`config.mk`:
```
export PLATFORM = sky130hd
export DESIGN_NAME = multiport_regfile_sb
export DESIGN_NICKNAME = d
export VERILOG_FILES = /design/src/rtl/regfile_pkg.sv /design/src/rtl/rf_scoreboard.sv /design/src/rtl/multiport_regfile_sb.sv
export SDC_FILE = /design/constraint.sdc
export NUM_CORES = 2
export LEC_CHECK = 0
export CAP_MARGIN = 20
export CORE_ASPECT_RATIO = 0.9
export CORE_MARGIN = 4
export CORE_UTILIZATION = 60
export CTS_CLUSTER_DIAMETER = 150
export DETAILED_ROUTE_END_ITERATION = 7
export PLACE_DENSITY = 0.75
export SYNTH_ARGS = -nofsm -noshare
export SYNTH_HDL_FRONTEND = slang
export SYNTH_SLANG_ARGS = --single-unit
```
`constraint.sdc`:
```
create_clock -name clk -period 8.7 [get_ports clk]
set_clock_uncertainty 0.2 [all_clocks]
set_input_delay 1.74 -clock clk [delete_from_list [all_inputs] [get_ports clk]]
set_output_delay 1.74 -clock clk [all_outputs]
set_load 0.05 [all_outputs]
```
`src/rtl/regfile_pkg.sv`:
```
// Shared constants and helpers for the multiport register file and its scoreboard.
// Optional build macro used by the consumers of this package: RF_WR_BYPASS_EN.
package regfile_pkg;

    localparam int unsigned XLEN_DEF  = 32;
    localparam int unsigned NREGS_DEF = 32;
    localparam int unsigned NWR_DEF   = 2;
    localparam int unsigned NRD_DEF   = 4;
    localparam int unsigned NISS_DEF  = 2;

    // Widest vector popcount() accepts; callers zero-extend to this width.
    localparam int unsigned POP_MAX   = 1024;

    // Register address width for a power-of-two register count (>= 2).
    function automatic int unsigned addr_width(input int unsigned nregs);
        return $clog2(nregs);
    endfunction

    // Number of set bits in a vector.
    function automatic int unsigned popcount(input logic [POP_MAX-1:0] v);
        int unsigned n;
        n = 0;
        for (int unsigned i = 0; i < POP_MAX; i++) begin
            n += int'(v[i]);
        end
        return n;
    endfunction

endpackage

```
`src/rtl/rf_scoreboard.sv`:
```
// Busy-bit scoreboard: issue marks a destination pending, writeback clears it,
// set beats clear. Register 0 is never busy.
// Build option: RF_WR_BYPASS_EN makes a same-cycle clear visible on rd_busy.
module rf_scoreboard
    import regfile_pkg::*;
#(
    parameter int unsigned NREGS = NREGS_DEF,
    parameter int unsigned NWR   = NWR_DEF,
    parameter int unsigned NRD   = NRD_DEF,
    parameter int unsigned NISS  = NISS_DEF,
    parameter int unsigned AW    = addr_width(NREGS)
) (
    input  logic              clk,
    input  logic              rst_n,
    input  logic [NISS-1:0]   iss_en,
    input  logic [NISS*AW-1:0] iss_addr,
    input  logic [NWR-1:0]    wr_en,
    input  logic [NWR*AW-1:0] wr_addr,
    input  logic [NRD*AW-1:0] rd_addr,
    output logic [NRD-1:0]    rd_busy,
    output logic [AW:0]       busy_cnt
);

    localparam int unsigned CW = AW + 1;

    logic [NREGS-1:0] busy;
    logic [NREGS-1:0] set_v;
    logic [NREGS-1:0] clr_v;
    logic [NREGS-1:0] busy_nxt;

    // Decode issue/writeback strobes into per-register set/clear masks.
    always_comb begin
        set_v = '0;
        clr_v = '0;
        for (int unsigned j = 0; j < NISS; j++) begin
            if (iss_en[j]) set_v[iss_addr[j*AW +: AW]] = 1'b1;
        end
        for (int unsigned k = 0; k < NWR; k++) begin
            if (wr_en[k]) clr_v[wr_addr[k*AW +: AW]] = 1'b1;
        end
        busy_nxt    = (busy & ~clr_v) | set_v;
        busy_nxt[0] = 1'b0;
    end

    // Busy vector and its population count, both from the same next state.
    always_ff @(posedge clk or negedge rst_n) begin
        if (!rst_n) begin
            busy     <= '0;
            busy_cnt <= '0;
        end else begin
            busy     <= busy_nxt;
            busy_cnt <= CW'(popcount(POP_MAX'(busy_nxt)));
        end
    end

    // Per-read-port busy lookup.
    always_comb begin
        rd_busy = '0;
        for (int unsigned i = 0; i < NRD; i++) begin
            rd_busy[i] = busy[rd_addr[i*AW +: AW]];
`ifdef RF_WR_BYPASS_EN
            if (clr_v[rd_addr[i*AW +: AW]] && !set_v[rd_addr[i*AW +: AW]]) rd_busy[i] = 1'b0;
`endif
        end
    end

endmodule

```
`src/rtl/multiport_regfile_sb.sv`:
```
// Parametrised multi-port register file with busy-bit scoreboard.
// Owns the data array, write-port arbitration (lowest port wins) and read muxing.
// Build option: RF_WR_BYPASS_EN forwards same-cycle write data to the read ports.
module multiport_regfile_sb
    import regfile_pkg::*;
#(
    parameter int unsigned XLEN  = XLEN_DEF,
    parameter int unsigned NREGS = NREGS_DEF,
    parameter int unsigned NWR   = NWR_DEF,
    parameter int unsigned NRD   = NRD_DEF,
    parameter int unsigned NISS  = NISS_DEF,
    parameter int unsigned AW    = addr_width(NREGS)
) (
    input  logic                  clk,
    input  logic                  rst_n,
    input  logic [NWR-1:0]        wr_en,
    input  logic [NWR*AW-1:0]     wr_addr,
    input  logic [NWR*XLEN-1:0]   wr_data,
    input  logic [NRD*AW-1:0]     rd_addr,
    output logic [NRD*XLEN-1:0]   rd_data,
    output logic [NRD-1:0]        rd_busy,
    input  logic [NISS-1:0]       iss_en,
    input  logic [NISS*AW-1:0]    iss_addr,
    output logic [AW:0]           busy_cnt
);

    logic [XLEN-1:0]  mem [NREGS];
    logic [NREGS-1:0] we;
    logic [XLEN-1:0]  wd  [NREGS];

    // Per-register write select: first enabled port addressing it wins; x0 never written.
    always_comb begin
        we = '0;
        for (int unsigned r = 0; r < NREGS; r++) wd[r] = '0;
        for (int unsigned r = 1; r < NREGS; r++) begin
            for (int unsigned k = 0; k < NWR; k++) begin
                if (wr_en[k] && (int'(wr_addr[k*AW +: AW]) == int'(r)) && !we[r]) begin
                    we[r] = 1'b1;
                    wd[r] = wr_data[k*XLEN +: XLEN];
                end
            end
        end
    end

    // Data array update.
    always_ff @(posedge clk or negedge rst_n) begin
        if (!rst_n) begin
            for (int unsigned r = 0; r < NREGS; r++) mem[r] <= '0;
        end else begin
            for (int unsigned r = 1; r < NREGS; r++) begin
                if (we[r]) mem[r] <= wd[r];
            end
        end
    end

    // Combinational read ports.
    always_comb begin
        rd_data = '0;
        for (int unsigned i = 0; i < NRD; i++) begin
            if (rd_addr[i*AW +: AW] != '0) rd_data[i*XLEN +: XLEN] = mem[rd_addr[i*AW +: AW]];
`ifdef RF_WR_BYPASS_EN
            // Writes are discarded while in reset, so they are not forwarded either.
            if (rst_n && we[rd_addr[i*AW +: AW]]) rd_data[i*XLEN +: XLEN] = wd[rd_addr[i*AW +: AW]];
`endif
        end
    end

    rf_scoreboard #(
        .NREGS (NREGS),
        .NWR   (NWR),
        .NRD   (NRD),
        .NISS  (NISS),
        .AW    (AW)
    ) u_sb (
        .clk      (clk),
        .rst_n    (rst_n),
        .iss_en   (iss_en),
        .iss_addr (iss_addr),
        .wr_en    (wr_en),
        .wr_addr  (wr_addr),
        .rd_addr  (rd_addr),
        .rd_busy  (rd_busy),
        .busy_cnt (busy_cnt)
    );

endmodule

```
# Word-level counts from Yosys, hierarchy flattened
# Index checks and enable logic that the tools add are counted.
[totals]
input_bits = 110
latchBits = 0
ram_bits = 0
ff_bits = 1029
romBits = 0
n_memories = 0
[op_classes]
n_bitwise = 9
shifts = 0
reduce_logical = 132
eq_ne = 62
multipliers = 0
n_lt_le_gt_ge = 16
div = 0
add_sub_neg = 30
muxes = 160
[ops]
columns = ["cell", "count"]
rows = [
  ["32-bit 2-to-1 mux", 78],
  ["32-bit binary-select mux with 5-bit select", 4],
  ["6-bit by 1-bit adder with 6-bit output", 29],
  ["5-bit equality test, second input constant", 32],
  ["1-bit logical AND", 97],
  ["32-bit OR", 3],
  ["5-bit by 4-bit equality test with 1-bit output, second input constant", 16],
  ["1-bit 2-to-1 mux", 70],
  ["5-bit by 6-bit less-than comparator with 1-bit output, second input constant", 8],
  ["5-bit by 3-bit equality test with 1-bit output, second input constant", 8],
  ["32-bit AND", 1],
  ["32-bit inverter", 1],
  ["1-bit logical NOT", 31],
  ["6-bit >= comparator, second input constant", 4],
  ["5-bit inverter with 6-bit output", 4],
  ["1-bit binary-select mux with 5-bit select", 4],
  ["1-bit demux with 5-bit select", 4],
  ["5-bit by 2-bit equality test with 1-bit output, second input constant", 4],
  ["5-bit by 1-bit >= comparator with 1-bit output, second input constant", 4],
  ["5-bit nonzero test", 4],
  ["5-bit by 1-bit equality test with 1-bit output, second input constant", 2],
  ["1-bit by 1-bit adder with 2-bit output", 1],
]

# Depth between registers and ports, before layout
[depth]
depth_word = 40
depth_mapped = 24

# Hierarchy
# A second synthesis with hierarchy kept.
[hier_totals]
hier_cells = 8633
hier_area_um2 = 82439.1
[by_module_without_submodules]
columns = ["module", "area_each_um2", "cells_per_inst", "instances", "seq_area_each_um2"]
rows = [
  ["multiport_regfile_sb", 78427.7, 8199, 1, 24823.8],
  ["rf_scoreboard", 4011.3, 434, 1, 925.9],
]

# Worst setup path after synthesis
# No wires, ideal clock.
[synth_timing]
path_kind = "in2reg"
startpoint = "input port wr_addr[6]"
endpoint = "register u_sb.busy_cnt[4]"
slack_ns = 1.310
n_path_buf = 2
t_required_ns = 8.377
arrival_ns = 7.068
stages = 23
path_cell_list = "clkbuf_1 -> nand2b_1 -> nor2_1 -> buf_2 -> nand3b_1 -> o221ai_1 -> fa_1 -> inv_1 -> fa_1 -> fa_1 -> inv_1 -> fa_1 -> fa_1 -> inv_1 -> fa_1 -> inv_1 -> ha_1 -> inv_1 -> fa_1 -> inv_1 -> a21o_1 -> a21oi_1 -> xnor2_1"
[synth_via]
word_cells_on_any_way = 40
cone_classes = "add/sub: 30; order compare: 2; mux: 3; bitwise: 4; reduce/logical: 1"
[synth_lines]
columns = ["item", "line", "text"]
rows = [
  ["from (decl)", "multiport_regfile_sb.sv:17", "input logic [NWR*AW-1:0] wr_addr,"],
  ["5-bit by 6-bit less-than comparator with 1-bit output (implied by the code) / 5-bit by 1-bit >= comparator with 1-bit output (equally long branches)", "rf_scoreboard.sv:39", "if (wr_en[k]) clr_v[wr_addr[k*AW +: AW]] = 1'b1;"],
  ["1-bit logical AND (implied by the code)", "rf_scoreboard.sv:39", ""],
  ["1-bit 2-to-1 mux (implied by the code)", "rf_scoreboard.sv:39", ""],
  ["1-bit demux with 5-bit select (*)", "--", ""],
  ["32-bit OR (no source line) (*)", "--", ""],
  ["32-bit 2-to-1 mux (*)", "rf_scoreboard.sv:39", ""],
  ["32-bit inverter (*)", "rf_scoreboard.sv:41", "busy_nxt = (busy & ~clr_v) | set_v;"],
  ["32-bit AND (*)", "rf_scoreboard.sv:41", ""],
  ["32-bit OR (*)", "rf_scoreboard.sv:41", ""],
  ["named net u_sb.busy_nxt[29]", "rf_scoreboard.sv:29", "logic [NREGS-1:0] busy_nxt;"],
  ["6-bit by 1-bit adder with 6-bit output (*) (3 in a row)", "regfile_pkg.sv:24", "n += int'(v[i]);"],
  ["to (signal assigned)", "rf_scoreboard.sv:52", "busy_cnt <= CW'(popcount(POP_MAX'(busy_nxt)));"],
  ["to (decl)", "rf_scoreboard.sv:21", "output logic [AW:0] busy_cnt"],
]
# Mark *: on every way through the listed nets, which the timed path passes. The rest lies on a longest branch.
# A chain may end at the register's enable or synchronous reset.

# Worst setup path after layout
[layout_timing]
startpoint = "input port rd_addr[16]"
endpoint = "output port rd_data[100]"
[layout_via]
elab_chain_len = 5
word_cells_on_any_way = 6
cone_classes = "mux: 4; bitwise: 1; reduce/logical: 1"
[layout_rtl]
columns = ["item", "line", "text"]
rows = [
  ["from (decl)", "multiport_regfile_sb.sv:19", "input logic [NRD*AW-1:0] rd_addr,"],
  ["5-bit inverter with 6-bit output (implied by the code)", "multiport_regfile_sb.sv:60", "if (rd_addr[i*AW +: AW] != '0) rd_data[i*XLEN +: XLEN] = mem[rd_addr[i*AW +: AW]];"],
  ["32-bit binary-select mux with 5-bit select", "multiport_regfile_sb.sv:60", ""],
  ["32-bit 2-to-1 mux (implied by the code) (2 in a row)", "multiport_regfile_sb.sv:60", ""],
  ["32-bit 2-to-1 mux (*)", "multiport_regfile_sb.sv:60", ""],
  ["to (decl)", "multiport_regfile_sb.sv:20", "output logic [NRD*XLEN-1:0] rd_data,"],
]
# Every way passes the cells marked *; elsewhere a longest branch is shown, timed or not. The select of a mux whose other input is x is not followed.

==> results.tsv <==
metric	value	unit
peakVddDrop	0.646	mV
wl_per_cell	37.6	um
fmax	129	MHz
crit_required	6760	ps
avgSynthCellArea	11.0	um^2
worstHoldPathCells	2	
holdCritStartpoint	mem[372]	
synth-xor-area-share	0.000321	
hpwl	194000	um
top_layer	met5	
yosys-mux-area-fraction	0.443	
final_util	0.664	
synth_top_family_by_area	multiplexers	
synth-compound-area-share	0.113	
hold_viol_final	0	
synth_adder_area_share	0.00699	
cts-resized-gates	0	
async_reset_ff_frac	1.00	
tightest_slew	1320	ps
post-cts-setup-buffers	0	
seq_area	0.0257	mm^2
m1WireLength	109000	um
max_slew_margin	0.120	
fin_nets	7298	
hp-class	register to register	
setup_viol	0	
clk_pin_slew_worst_paths	60	ps
synth-edff-count	0	
violations	design-rule violations	
drt_pass1_iterations	8	
powerDensity	247	mW/mm^2
ant_nets	0	
fin_setup_tns	0	ps
multi_input_area	0.0525	mm^2
status	complete, but fails checks	
clk_latency	770	ps
cts_htree_levels	3	
grtUsageTotal	0.476	
grt_max_degree	176	
synth_ff_type	dfrtp_1	
synth_area	0.0820	mm^2
ys_ff_latch	1029	
vias_per_cell	7.87	
yosysTopAreaCell	dfrtp_1	
pin_count	248	
rows	128	
clockBufferDepth	3	
slew_viol_final	0	
pre_cts_slack	671	ps
r2r_slack	3110	ps
first_global_vias	70447	
via_count	71632	
worstPathArrival	5800	ps
whs_endpoint	mem[372]	
grt_pass1_wl	491000	um
wl	342000	um
numCtsBuffers	115	
ys_seq_area_frac	0.314	
clockRootBuffer	clkbuf_16	
critPathKind	primary input to output port	
cts_tree	yes	
grt_setup_unrepaired	no	
start_util	0.605	
finalCritPeriodShare	0.890	
num-fill-cells	10049	
io_buffers	247	
die_w	398	um
post-route-drc-count	2	
antenna_found_initial	29	
syn_to_final_growth	9.71	%
wl_met3	60300	um
p_leak	38.8	nW
min_period	7740	ps
maxCapViolCount	0	
synth_cell_types	55	
ys_top_cells_by_area	dfrtp_1 31%, mux4_2 25%, mux2i_1 15%	
startpoint_type	primary input	
clock_sinks	1029	
rr_worst_depth	18	
synth_top_area_frac	0.314	
r2r_end	u_sb.busy_cnt[4]	
setup_ws	961	ps
synth-simple-area-share	0.0707	
die_y	359	um
yosys_warnings	32	
hold-worst-slack	427	ps
path_max_fanout	35	
coreArea	0.135	mm^2
gp_congestion	0.944	
dieArea	0.143	mm^2
cp-end-kind	output port	
cts_hold_buf	0	
reg2reg_from	u_sb.busy[1]	
netlist_instances	7431	
wl_met2	139000	um
first_iter_violations	11966	
drive_gt1_frac	0.241	
grt_overflow_total	0	
syn-num-nets	7573	
worst max-delay path by stage:
stage                startpoint               end  slack, ps  cells after the start
finish              rd_addr[16]      rd_data[100]        960                      8
global route         wr_addr[7]  u_sb.busy_cnt[4]       1110                     23
detailed placement     wr_en[0]  u_sb.busy_cnt[4]        670                     22
CTS                 rd_addr[16]      rd_data[112]       1280                      8
global placement     wr_addr[7]  u_sb.busy_cnt[4]        710                     23
floorplan            wr_addr[6]  u_sb.busy_cnt[4]       1310                     23
registers in the layout, summed over array words and instances, names as in the netlist:
register and count:
u_sb.busy_cnt 6, mem 992, u_sb.busy 31
metrics by stage:
stage	total power [W]	area (um^2)	std cells
floorplan	0.0143	82000	7431
global placement	0.0165	85200	8824
detailed placement	0.0168	85500	8838
CTS	0.0219	89400	9050
global route	0.0233	89900	9081
finish	0.0222	89900	9099
final cells by class:
cell class / count / area share
multi-input combinational: 5452 / 0.583
inverter: 46 / 0.00200
sequential: 1029 / 0.286
antenna: 28 / 0.000779
clock inverter: 46 / 0.00538
clock buffer: 166 / 0.0371
tap: 1820 / 0.0253
timing repair buffer: 512 / 0.0599
worst max-delay path, cell delays in order:
cell and delay [ps]:
buf_8 360, nor3b_4 1010, buf_4 330, a22oi_1 120
a21oi_1 200, a211oi_1 140, a221oi_1 890, clkdlybuf4s50_1 970
cell families after synthesis:
group,after synthesis
simple gates,1380
xor+xnor,3
mux,2443
compound gates,1594
flops,1029
buf+inv,950
fa+ha+maj,32
cell usage after synthesis (all sizes together), types with 9 or more instances:
library cell and n:
mux2i 1260, dfrtp 1029, mux4 920, a21oi 637, nor2 618, clkbuf 551, nand2 537, o21ai 514
buf 353, mux2 263, a221oi 161, a211oi 97, nor2b 85, a22oi 59, inv 46, nand2b 46
o22ai 42, o21bai 30, nand3b 29, fa 23, nor3 19, o221ai 18, a31oi 11, nand3 10
ha 9
where the power goes:
part / switching, W / internal, W / leakage (nW) / total, W
Sequential: 0.00164 / 0.00612 / 12.5 / 0.00776
Combinational: 0.00451 / 0.00482 / 24.4 / 0.00933
Clock: 0.00223 / 0.00289 / 1.89 / 0.00512
Total: 0.00838 / 0.0138 / 38.8 / 0.0222
cells in the final DEF (no fill, tap or decap), drive strengths merged, types with 5 or more instances in the layout:
cell type and n:
inv 50, a31oi 11, a21oi 637, nand3b 29, ha 9, nor3b 7, o21ai 514, nor2b 85
nand2 537, o221ai 18, or3b 5, a22o 6, clkinv 29, o22ai 42, diode 28, mux2i 1260
mux4 920, a22oi 59, nor3 19, a221oi 161, nand3 10, nor2 618, a31o 7, clkinvlp 5
and2 5, mux2 263, buf 283, fa 23, o21bai 30, nand2b 46, clkdlybuf4s50 226, bufinv 8
clkbuf 169, a211oi 97, dfrtp 1029
layer usage:
metal / GRT usage / up-vias
li1: - / 27765
met1: 0.571 / 34766
met2: 0.649 / 6942
met3: 0.240 / 2130
met4: 0.361 / 29
met5: 0.0283 / -
Power figures use the tool's default switching activity.
